### src/rtl/multi_sync_rx_pkg.sv
// Shared constants and helpers for the multi-channel toggle receiver (multi_sync_rx_ack).
// Optional feature macro used by this family: MULTI_SYNC_RX_OVF_EN.
package multi_sync_rx_pkg;

  localparam int MIN_SYNC_STAGES = 32'sd2;
  localparam int ACK_LATE        = 32'sd0;
  localparam int ACK_EARLY       = 32'sd1;

  // Width that can hold the warm-up terminal count (stages + 1).
  function automatic int warm_cnt_width(input int stages);
    int w;
    w = 32'sd1;
    while ((32'sd1 << w) < (stages + 32'sd2)) begin
      w = w + 32'sd1;
    end
    return w;
  endfunction

  // Effective synchroniser depth, never below the metastability minimum.
  function automatic int eff_sync_stages(input int stages);
    return (stages < MIN_SYNC_STAGES) ? MIN_SYNC_STAGES : stages;
  endfunction

endpackage

### src/rtl/multi_sync_rx_chan.sv
// One receive channel: toggle synchroniser, edge detect, pending counter, deferral and ack.
// Overflow flag storage is present only when MULTI_SYNC_RX_OVF_EN is defined.
module multi_sync_rx_chan
  import multi_sync_rx_pkg::*;
#(
  parameter int SYNC_STAGES   = 2,
  parameter int CNT_W         = 2,
  parameter int ACK_ON_ACCEPT = 0
) (
  input  logic clk_b,
  input  logic b_reset_in,
  input  logic warm_done,
  input  logic tgl,
  input  logic rdy,
  input  logic ovf_clr,
  output logic ack_tgl,
  output logic vld,
  output logic ovf
);

  localparam int STAGES = eff_sync_stages(SYNC_STAGES);
  localparam logic [CNT_W-1:0] CNT_MAX  = {CNT_W{1'b1}};
  localparam logic [CNT_W-1:0] CNT_ZERO = {CNT_W{1'b0}};

  logic [STAGES-1:0] sync_r;
  logic              ref_r;
  logic [CNT_W-1:0]  cnt_r;
  logic              def_r;
  logic              ack_r;
  logic              vld_r;

  logic              ev_s;
  logic              cons_s;
  logic [CNT_W-1:0]  cnt_nxt_s;
  logic              def_nxt_s;
  logic              ack_flip_s;
  logic              drop_s;

  // Next-state rules: count, defer (early ack only), drop, and when the ack flips.
  always_comb begin
    ev_s       = warm_done & (sync_r[STAGES-1] ^ ref_r);
    cons_s     = vld_r & rdy;
    cnt_nxt_s  = cnt_r;
    def_nxt_s  = def_r;
    ack_flip_s = 1'b0;
    drop_s     = 1'b0;
    if (ACK_ON_ACCEPT == ACK_EARLY) begin
      if (def_r) begin
        drop_s = ev_s;
        if (cons_s) begin
          def_nxt_s  = 1'b0;
          ack_flip_s = 1'b1;
        end else begin
          def_nxt_s  = 1'b1;
        end
      end else if (ev_s && !cons_s && (cnt_r == CNT_MAX)) begin
        def_nxt_s = 1'b1;
      end else begin
        ack_flip_s = ev_s;
        cnt_nxt_s  = cnt_r + CNT_W'(ev_s) - CNT_W'(cons_s);
      end
    end else begin
      ack_flip_s = cons_s;
      if (ev_s && !cons_s && (cnt_r == CNT_MAX)) begin
        drop_s = 1'b1;
      end else begin
        cnt_nxt_s = cnt_r + CNT_W'(ev_s) - CNT_W'(cons_s);
      end
    end
  end

  // Channel state; the edge reference follows the last sync stage even during warm-up.
  always_ff @(posedge clk_b or negedge b_reset_in) begin
    if (!b_reset_in) begin
      sync_r <= {STAGES{1'b0}};
      ref_r  <= 1'b0;
      cnt_r  <= CNT_ZERO;
      def_r  <= 1'b0;
      ack_r  <= 1'b0;
      vld_r  <= 1'b0;
    end else begin
      sync_r <= {sync_r[STAGES-2:0], tgl};
      ref_r  <= sync_r[STAGES-1];
      cnt_r  <= cnt_nxt_s;
      def_r  <= def_nxt_s;
      ack_r  <= ack_r ^ ack_flip_s;
      vld_r  <= (cnt_nxt_s != CNT_ZERO);
    end
  end

  assign ack_tgl = ack_r;
  assign vld     = vld_r;

`ifdef MULTI_SYNC_RX_OVF_EN
  logic ovf_r;

  // Sticky violation flag; a new drop outranks a clear in the same cycle.
  always_ff @(posedge clk_b or negedge b_reset_in) begin
    if (!b_reset_in) begin
      ovf_r <= 1'b0;
    end else if (drop_s) begin
      ovf_r <= 1'b1;
    end else if (ovf_clr) begin
      ovf_r <= 1'b0;
    end else begin
      ovf_r <= ovf_r;
    end
  end

  assign ovf = ovf_r;
`else
  logic unused_ovf_s;
  assign unused_ovf_s = drop_s ^ ovf_clr;
  assign ovf          = 1'b0;
`endif

endmodule

### src/rtl/multi_sync_rx_ack.sv
// Multi-channel toggle receiver top: shared post-reset warm-up and one channel per toggle line.
// Define MULTI_SYNC_RX_OVF_EN to enable the sticky overflow flags.
module multi_sync_rx_ack
  import multi_sync_rx_pkg::*;
#(
  parameter int CHANNELS      = 4,
  parameter int SYNC_STAGES   = 2,
  parameter int CNT_W         = 2,
  parameter int ACK_ON_ACCEPT = 0
) (
  input  logic                clk_b,
  input  logic                b_reset_in,
  input  logic [CHANNELS-1:0] b_tgl_in,
  output logic [CHANNELS-1:0] b_ack_tgl_out,
  output logic [CHANNELS-1:0] b_vld_out,
  input  logic [CHANNELS-1:0] b_rdy_in,
  output logic [CHANNELS-1:0] b_ovf_out,
  input  logic [CHANNELS-1:0] b_ovf_clr_in
);

  localparam int STAGES = eff_sync_stages(SYNC_STAGES);
  localparam int WARM_W = warm_cnt_width(STAGES);
  localparam logic [WARM_W-1:0] WARM_LAST = WARM_W'(STAGES + 1);

  logic [WARM_W-1:0] warm_cnt_r;
  logic              warm_done_s;

  // Warm-up lets sources that sat at 1 through reset settle without producing events.
  always_ff @(posedge clk_b or negedge b_reset_in) begin
    if (!b_reset_in) begin
      warm_cnt_r <= {WARM_W{1'b0}};
    end else if (warm_cnt_r != WARM_LAST) begin
      warm_cnt_r <= warm_cnt_r + {{(WARM_W-1){1'b0}}, 1'b1};
    end else begin
      warm_cnt_r <= warm_cnt_r;
    end
  end

  assign warm_done_s = (warm_cnt_r == WARM_LAST);

  for (genvar i = 0; i < CHANNELS; i++) begin : g_chan
    multi_sync_rx_chan #(
      .SYNC_STAGES  (SYNC_STAGES),
      .CNT_W        (CNT_W),
      .ACK_ON_ACCEPT(ACK_ON_ACCEPT)
    ) u_chan (
      .clk_b     (clk_b),
      .b_reset_in(b_reset_in),
      .warm_done (warm_done_s),
      .tgl       (b_tgl_in[i]),
      .rdy       (b_rdy_in[i]),
      .ovf_clr   (b_ovf_clr_in[i]),
      .ack_tgl   (b_ack_tgl_out[i]),
      .vld       (b_vld_out[i]),
      .ovf       (b_ovf_out[i])
    );
  end

endmodule

### config.mk
export PLATFORM = sky130hd
export DESIGN_NAME = multi_sync_rx_ack
export DESIGN_NICKNAME = d
export VERILOG_FILES = /design/src/rtl/multi_sync_rx_pkg.sv /design/src/rtl/multi_sync_rx_chan.sv /design/src/rtl/multi_sync_rx_ack.sv
export SDC_FILE = /design/constraint.sdc
export NUM_CORES = 1
export LEC_CHECK = 0
export BUFFER_PORTS_ARGS = -buffer_cell sky130_fd_sc_hd__buf_2
export CAP_MARGIN = 10
export CORE_MARGIN = 3
export CORE_UTILIZATION = 48
export CTS_CLUSTER_DIAMETER = 50
export DETAILED_ROUTE_END_ITERATION = 10
export MAX_ROUTING_LAYER = met4
export PLACE_DENSITY = 0.74
export SYNTH_ARGS = -nofsm -noshare
export SYNTH_HDL_FRONTEND = slang
export SYNTH_HIERARCHICAL = 1
export SYNTH_SLANG_ARGS = --single-unit
### constraint.sdc
create_clock -name clk_b -period 1.8 [get_ports clk_b]
set_clock_uncertainty 0.1 [all_clocks]
set_input_delay 0.09 -clock clk_b [delete_from_list [all_inputs] [get_ports clk_b]]
set_output_delay 0.09 -clock clk_b [all_outputs]
set_load 0.01 [all_outputs]
* Word-level counts from Yosys, hierarchy flattened *
Index checks and enable logic that the tools add are counted.

cells by class
  $add $sub $neg = 9
  $mul = 0
  div/mod/pow operators = 0
  $lt $le $gt $ge = 0
  eq/ne operators = 6
  shift operators = 0
  multiplexer cells = 4
  bitwise operators = 16
  reductions and logical operators = 16

operators with widths
  operator                                                        number
  2-bit equality test (second input constant)                     5
  2-bit by 1-bit adder with 2-bit output                          4
  1-bit bitwise AND                                               8
  1-bit logical AND                                               8
  2-bit 2-to-1 mux                                                4
  2-bit nonzero test                                              4
  2-bit by 1-bit subtractor with 2-bit output                     4
  1-bit XOR                                                       8
  1-bit logical NOT                                               4
  2-bit by 1-bit adder with 2-bit output (second input constant)  1
  2-bit != test (second input constant)                           1

storage, ports and cells
  flip-flop bits (word level) = 30
  latch bits = 0
  memory bits (writable) = 0
  memory bits (read-only) = 0
  output and inout bits = 12
  word-level logic and storage cells = 72
  memories kept = 0

* Depth between registers and ports, before layout *
  word-level depth = 6
  depth in mapped cells = 9

* By module *
Netlist, hierarchy kept.

by module, submodules not included
  module              instances  cells each  area each (sq um)
  multi_sync_rx_chan  4          25          305.3
  multi_sync_rx_ack   1          6           98.8

* Worst setup path after synthesis *
Ideal clock, no wire load.

  path type = reg-to-reg
  from = reg warm_cnt_r[0]
  to = reg g_chan[0].u_chan.vld_r
  data arrival time = 1.655 ns
  path slack = -0.079 ns
  cell stages (with the launch flop) = 10
  path buffers = 0
  clock period less this slack = 1.879 ns
  cells stage by stage = dfrtp_1 ha_1 nand2_1 inv_1 ha_1 inv_1 ha_1 xor2_1 mux2i_1 or2_1

between the ends
  longest elaborated chain between the ends = 6
  elaborated cells between the ends (all ways) = 8
  those cells by class = 2 x add/sub; 1 x eq/ne; 1 x mux; 1 x bitwise; 3 x reduce/logical

RTL lines
  what                                                                                     RTL line                                            RTL
  start: declaration                                                                       multi_sync_rx_ack.sv:25                             logic [WARM_W-1:0] warm_cnt_r;
  start signal: assignment                                                                 multi_sync_rx_ack.sv:31                             warm_cnt_r <= {WARM_W{1'b0}};
  start signal: assignment                                                                 multi_sync_rx_ack.sv:33                             warm_cnt_r <= warm_cnt_r + {{(WARM_W-1){1'b0}}, 1'b1};
  start signal: assignment                                                                 multi_sync_rx_ack.sv:35                             warm_cnt_r <= warm_cnt_r;
  2-bit equality test *                                                                    multi_sync_rx_ack.sv:39                             assign warm_done_s = (warm_cnt_r == WARM_LAST);
  named net warm_done_s                                                                    multi_sync_rx_ack.sv:26                             logic warm_done_s;
  1-bit bitwise AND *                                                                      multi_sync_rx_chan.sv:41                            ev_s = warm_done & (sync_r[STAGES-1] ^ ref_r);
  2-bit by 1-bit adder with 2-bit output / 1-bit logical AND (equally long branches)       multi_sync_rx_chan.sv:67, multi_sync_rx_chan.sv:64
  2-bit by 1-bit subtractor with 2-bit output / 1-bit logical AND (equally long branches)  multi_sync_rx_chan.sv:67, multi_sync_rx_chan.sv:64
  2-bit 2-to-1 mux *                                                                       multi_sync_rx_chan.sv:64                            if (ev_s && !cons_s && (cnt_r == CNT_MAX)) begin
  named net g_chan[0].u_chan.cnt_nxt_s[1]                                                  multi_sync_rx_chan.sv:34                            logic [CNT_W-1:0] cnt_nxt_s;
  2-bit nonzero test *                                                                     multi_sync_rx_chan.sv:87                            vld_r <= (cnt_nxt_s != CNT_ZERO);
  end signal: assignment                                                                   multi_sync_rx_chan.sv:87
  end: declaration                                                                         multi_sync_rx_chan.sv:30                            logic vld_r;

Mark *: on every way through the listed nets, which the timed path passes. The rest lies on a longest branch.
A chain may end at the register's enable or synchronous reset.

* Final worst setup path *
  from = reg warm_cnt_r[1]
  to = reg g_chan[3].u_chan.vld_r

between the ends
  longest elaborated chain between the ends = 6
  elaborated cells between the ends (all ways) = 8
  those cells by class = 2 x add/sub; 1 x eq/ne; 1 x mux; 1 x bitwise; 3 x reduce/logical

RTL lines
  what                                                                                     RTL line
  2-bit equality test *                                                                    multi_sync_rx_ack.sv:39
  named net warm_done_s                                                                    multi_sync_rx_ack.sv:26
  1-bit bitwise AND *                                                                      multi_sync_rx_chan.sv:41
  2-bit by 1-bit adder with 2-bit output / 1-bit logical AND (equally long branches)       multi_sync_rx_chan.sv:67, multi_sync_rx_chan.sv:64
  2-bit by 1-bit subtractor with 2-bit output / 1-bit logical AND (equally long branches)  multi_sync_rx_chan.sv:67, multi_sync_rx_chan.sv:64
  2-bit 2-to-1 mux *                                                                       multi_sync_rx_chan.sv:64
  named net g_chan[3].u_chan.cnt_nxt_s[1]                                                  multi_sync_rx_chan.sv:34
  2-bit nonzero test *                                                                     multi_sync_rx_chan.sv:87
  end signal: assignment                                                                   multi_sync_rx_chan.sv:87
  end: declaration                                                                         multi_sync_rx_chan.sv:30

Marked as above.

==> results.md <==
* IO buf count at 17
* Die H at 58.4 µm
* Max cap viols at 0
* FP Rows at 18
* Routed length per instance at 13.3 µm
* Worst Max-Slew Pin Slew at 0.649 ns
* Clk pwr share at 16.0%
* Crit-path max FO at 4
* Die footprint at 0.00342 mm²
* Final hold violations at 0
* Worst skew pair latency at 0.32 ns
* Worst reg2reg setup slack at -0.11 ns
* Initial antenna violation count at 0
* Seq pwr share at 41.8%
* Logic pwr share at 42.2%
* Area grow syn2layout at 36.5%
* RePlAce Congestion at 0.804
* Pin count of the biggest net entering global routing at 31
* DRT antenna net count at 0
* Tot GR Track Use at 17.8%
* DP Wirelength at 1.34 mm
* Most frequent cells in the layout: dfrtp_1 (30), buf_2 (17), buf_4 (13), ha_4 (9), inv_1 (8)
* Worst min path class: in2reg
* Nets at 174
* CP peak stage delay at 0.42 ns
* Cell variety after synth at 13
* TritonRoute pass-1 iters at 4
* Relative slew slack at 56.8%
* Setup TNS at -0.631 ns
* First-pass GRT wire length at 4.25 mm
* Avg Inst Size Synth at 12.5 µm²
* Placed inst area at 0.00147 mm²
* Cell Chain, Critical Path: ha_4 > nand2_2 > inv_2 > ha_4 > inv_2 > ha_4 > xor2_2 > mux2i_1 > or2_1
* # DRC at 0
* Maximum vdd drop at 0.000949 V
* Power per cell area at 1370 mW/mm²
* Diodes inserted at 0
* Vias per inst at 4.75
* CTS tree: done
* Minimum clock period at 1.91 ns
* Starting Density at 51.9%
* Sw Share at 33.1%
* Tot Pwr at 2.47 mW
* Die width at 58.4 µm
* Post-route setup slack at -0.115 ns
* Critical-path top delay cell: dfrtp_1
* Leak Pwr at 0.871 nW
* Setup CP Type: reg2reg
* CTS max path bufs at 2
* NetSw at 0.816 mW
* CP Capture Type: flip-flop
* Final Setup Violations at 8
* CTS sink cnt at 30
* Core area at 0.00254 mm²
* H-tree Lvls at 2
* Req. time, crit path at 1.92 ns
* Final Max Slew Viols at 0
* Worst Path Arrival at 2.03 ns
* Vias in the first global route at 946
* Mapped Nets at 134
* TritonCTS buffer count at 5
* Area of the mapped netlist at 0.00132 mm²
* Peak Freq at 522 MHz
* RSZ-0062 raised after global routing: yes
* Commonest non-fill, non-tap cell in the layout: dfrtp_1
* Register area share after synthesis at 56.9%
* Share of post-route cells with drive strength above 1 at 46.9%
* Warnings, synthesis at 6
* IO Pins at 26
* Post-route cell area at 0.00180 mm²
* Crit path top cell by count: ha_4
* Final wirelength at 2.33 mm
* Flops & latches, synth at 30
* Failing checks: setup timing
* GRT Residual Overflow at 0
* CTS root buf: clkbuf_4
* Status: complete, but fails checks
* Worst-path clk slew at 0.09 ns
* Pint at 1.65 mW
* Vias at 832
* Detailed Route Iter0 Violations at 25
* Startpoint types: flip-flop
* Mapped Cells at 106
* Final worst-path cycle share at 106%
* Placement Setup Slack at -0.155 ns
==> power by group through the flow <==
stage	combinational [mW]	clock (mW)	sequential [mW]
finish	1.04	0.394	1.03
global route	1.19	0.441	1.06
detailed placement	0.731	0	1.01
global placement	0.694	0	0.992
CTS	0.947	0.403	1.02
floorplan	0.499	0	1.03
==> state kept, by name, summed over array words and instances (netlist names) <==
signal                 cells
g_chan.u_chan/ack_tgl      4
g_chan.u_chan/cnt_r        8
g_chan.u_chan/ref_r        4
g_chan.u_chan/sync_r       8
g_chan.u_chan/vld          4
warm_cnt_r                 2
==> final cells by class <==
type / instances / area [µm²]
Clock buffer: 6 / 51.3
Fill cell: 172 / 743
Inverter: 16 / 62.6
Multi-Input combinational cell: 56 / 647
Sequential cell: 30 / 751
Tap cell: 30 / 37.5
Timing Repair Buffer: 37 / 253
==> kinds of logic (layout without fill, tap and decap cells) <==
family / after synthesis / in the layout / synth area share, %
DFF: 30 / 30 / 56.9
buffers and inverters: 20 / 59 / 6.82
adders and majority gates: 14 / 14 / 13.3
xor gates and xnor gates: 13 / 13 / 8.63
and+or+nand+nor: 12 / 12 / 4.17
AOI/OAI and AO/OA: 8 / 8 / 4.93
muxes: 5 / 5 / 4.17
other: 4 / 4 / 1.14
==> per-layer routing <==
| layer | global-route usage (%) | vias up | part of all wire, % |
|---|---|---|---|
| met1 | 19.4 | 410 | 41 |
| met4 | 11.6 | 0 | 2.4 |
| met2 | 28.4 | 21 | 52 |
| met5 | - | - | 0 |
| met3 | 4.82 | 7 | 4.7 |
| li1 | - | 394 | - |
==> final timing paths <==
path                                                           start                                    to  cells after the start
worst max register to register             warm_cnt_r[1]$_DFFE_PN0P_        g_chan[3].u_chan/vld$_DFF_PN0_                      9
min in group asynchronous                                 b_reset_in        g_chan[0].u_chan/vld$_DFF_PN0_                      2
worst max-delay path                       warm_cnt_r[1]$_DFFE_PN0P_        g_chan[3].u_chan/vld$_DFF_PN0_                      9
worst min-delay path                                     b_rdy_in[0]    g_chan[0].u_chan/ack_tgl$_DFF_PN0_                      3
max in group asynchronous                                 b_reset_in      g_chan[2].u_chan/ref_r$_DFF_PN0_                      2
worst min register to register  g_chan[0].u_chan/sync_r[0]$_DFF_PN0_  g_chan[0].u_chan/sync_r[1]$_DFF_PN0_                      0
==> critical path: cells and delay by family, from the launching register on <==
family	cells	cell delay [ns]
fa+ha+maj	3	0.60
simple gates	2	0.30
flops	1	0.42
mux	1	0.14
xor+xnor	1	0.17
buf+inv	2	0.09
==> metrics by stage <==
step	util, %	hold WS [ns]	cells
2_1_floorplan	-	-0.306	106
3_3_place_gp	57.8	0.0405	155
3_5_place_dp	57.8	0.0532	155
4_1_cts	68.9	0.00265	174
5_1_grt	70.8	0.0174	175
6_report	70.8	0.00842	175
==> synth_stat cells, drive strengths merged <==
library cell	count	area share, %
a21boi	4	2.3
a31o	4	2.7
buf	4	2.3
conb	4	1.1
dfrtp	30	57
ha	14	13
inv	16	4.5
mux2	1	1.1
mux2i	4	3.0
nand2	8	2.3
or2	4	1.9
xnor2	5	3.3
xor2	8	5.3
==> repair_timing <==
| item | 4_1_cts | 5_1_grt |
|---|---|---|
| gates resized for setup | 22 | 7 |
| hold buffers | 7 | 0 |
| endpoints found under the setup margin | 8 | 8 |
| setup buffers | 6 | 1 |
| pin swaps | 12 | 5 |
| hold endpoints to repair | 36 | 0 |
(Power assumes the default switching activity.)
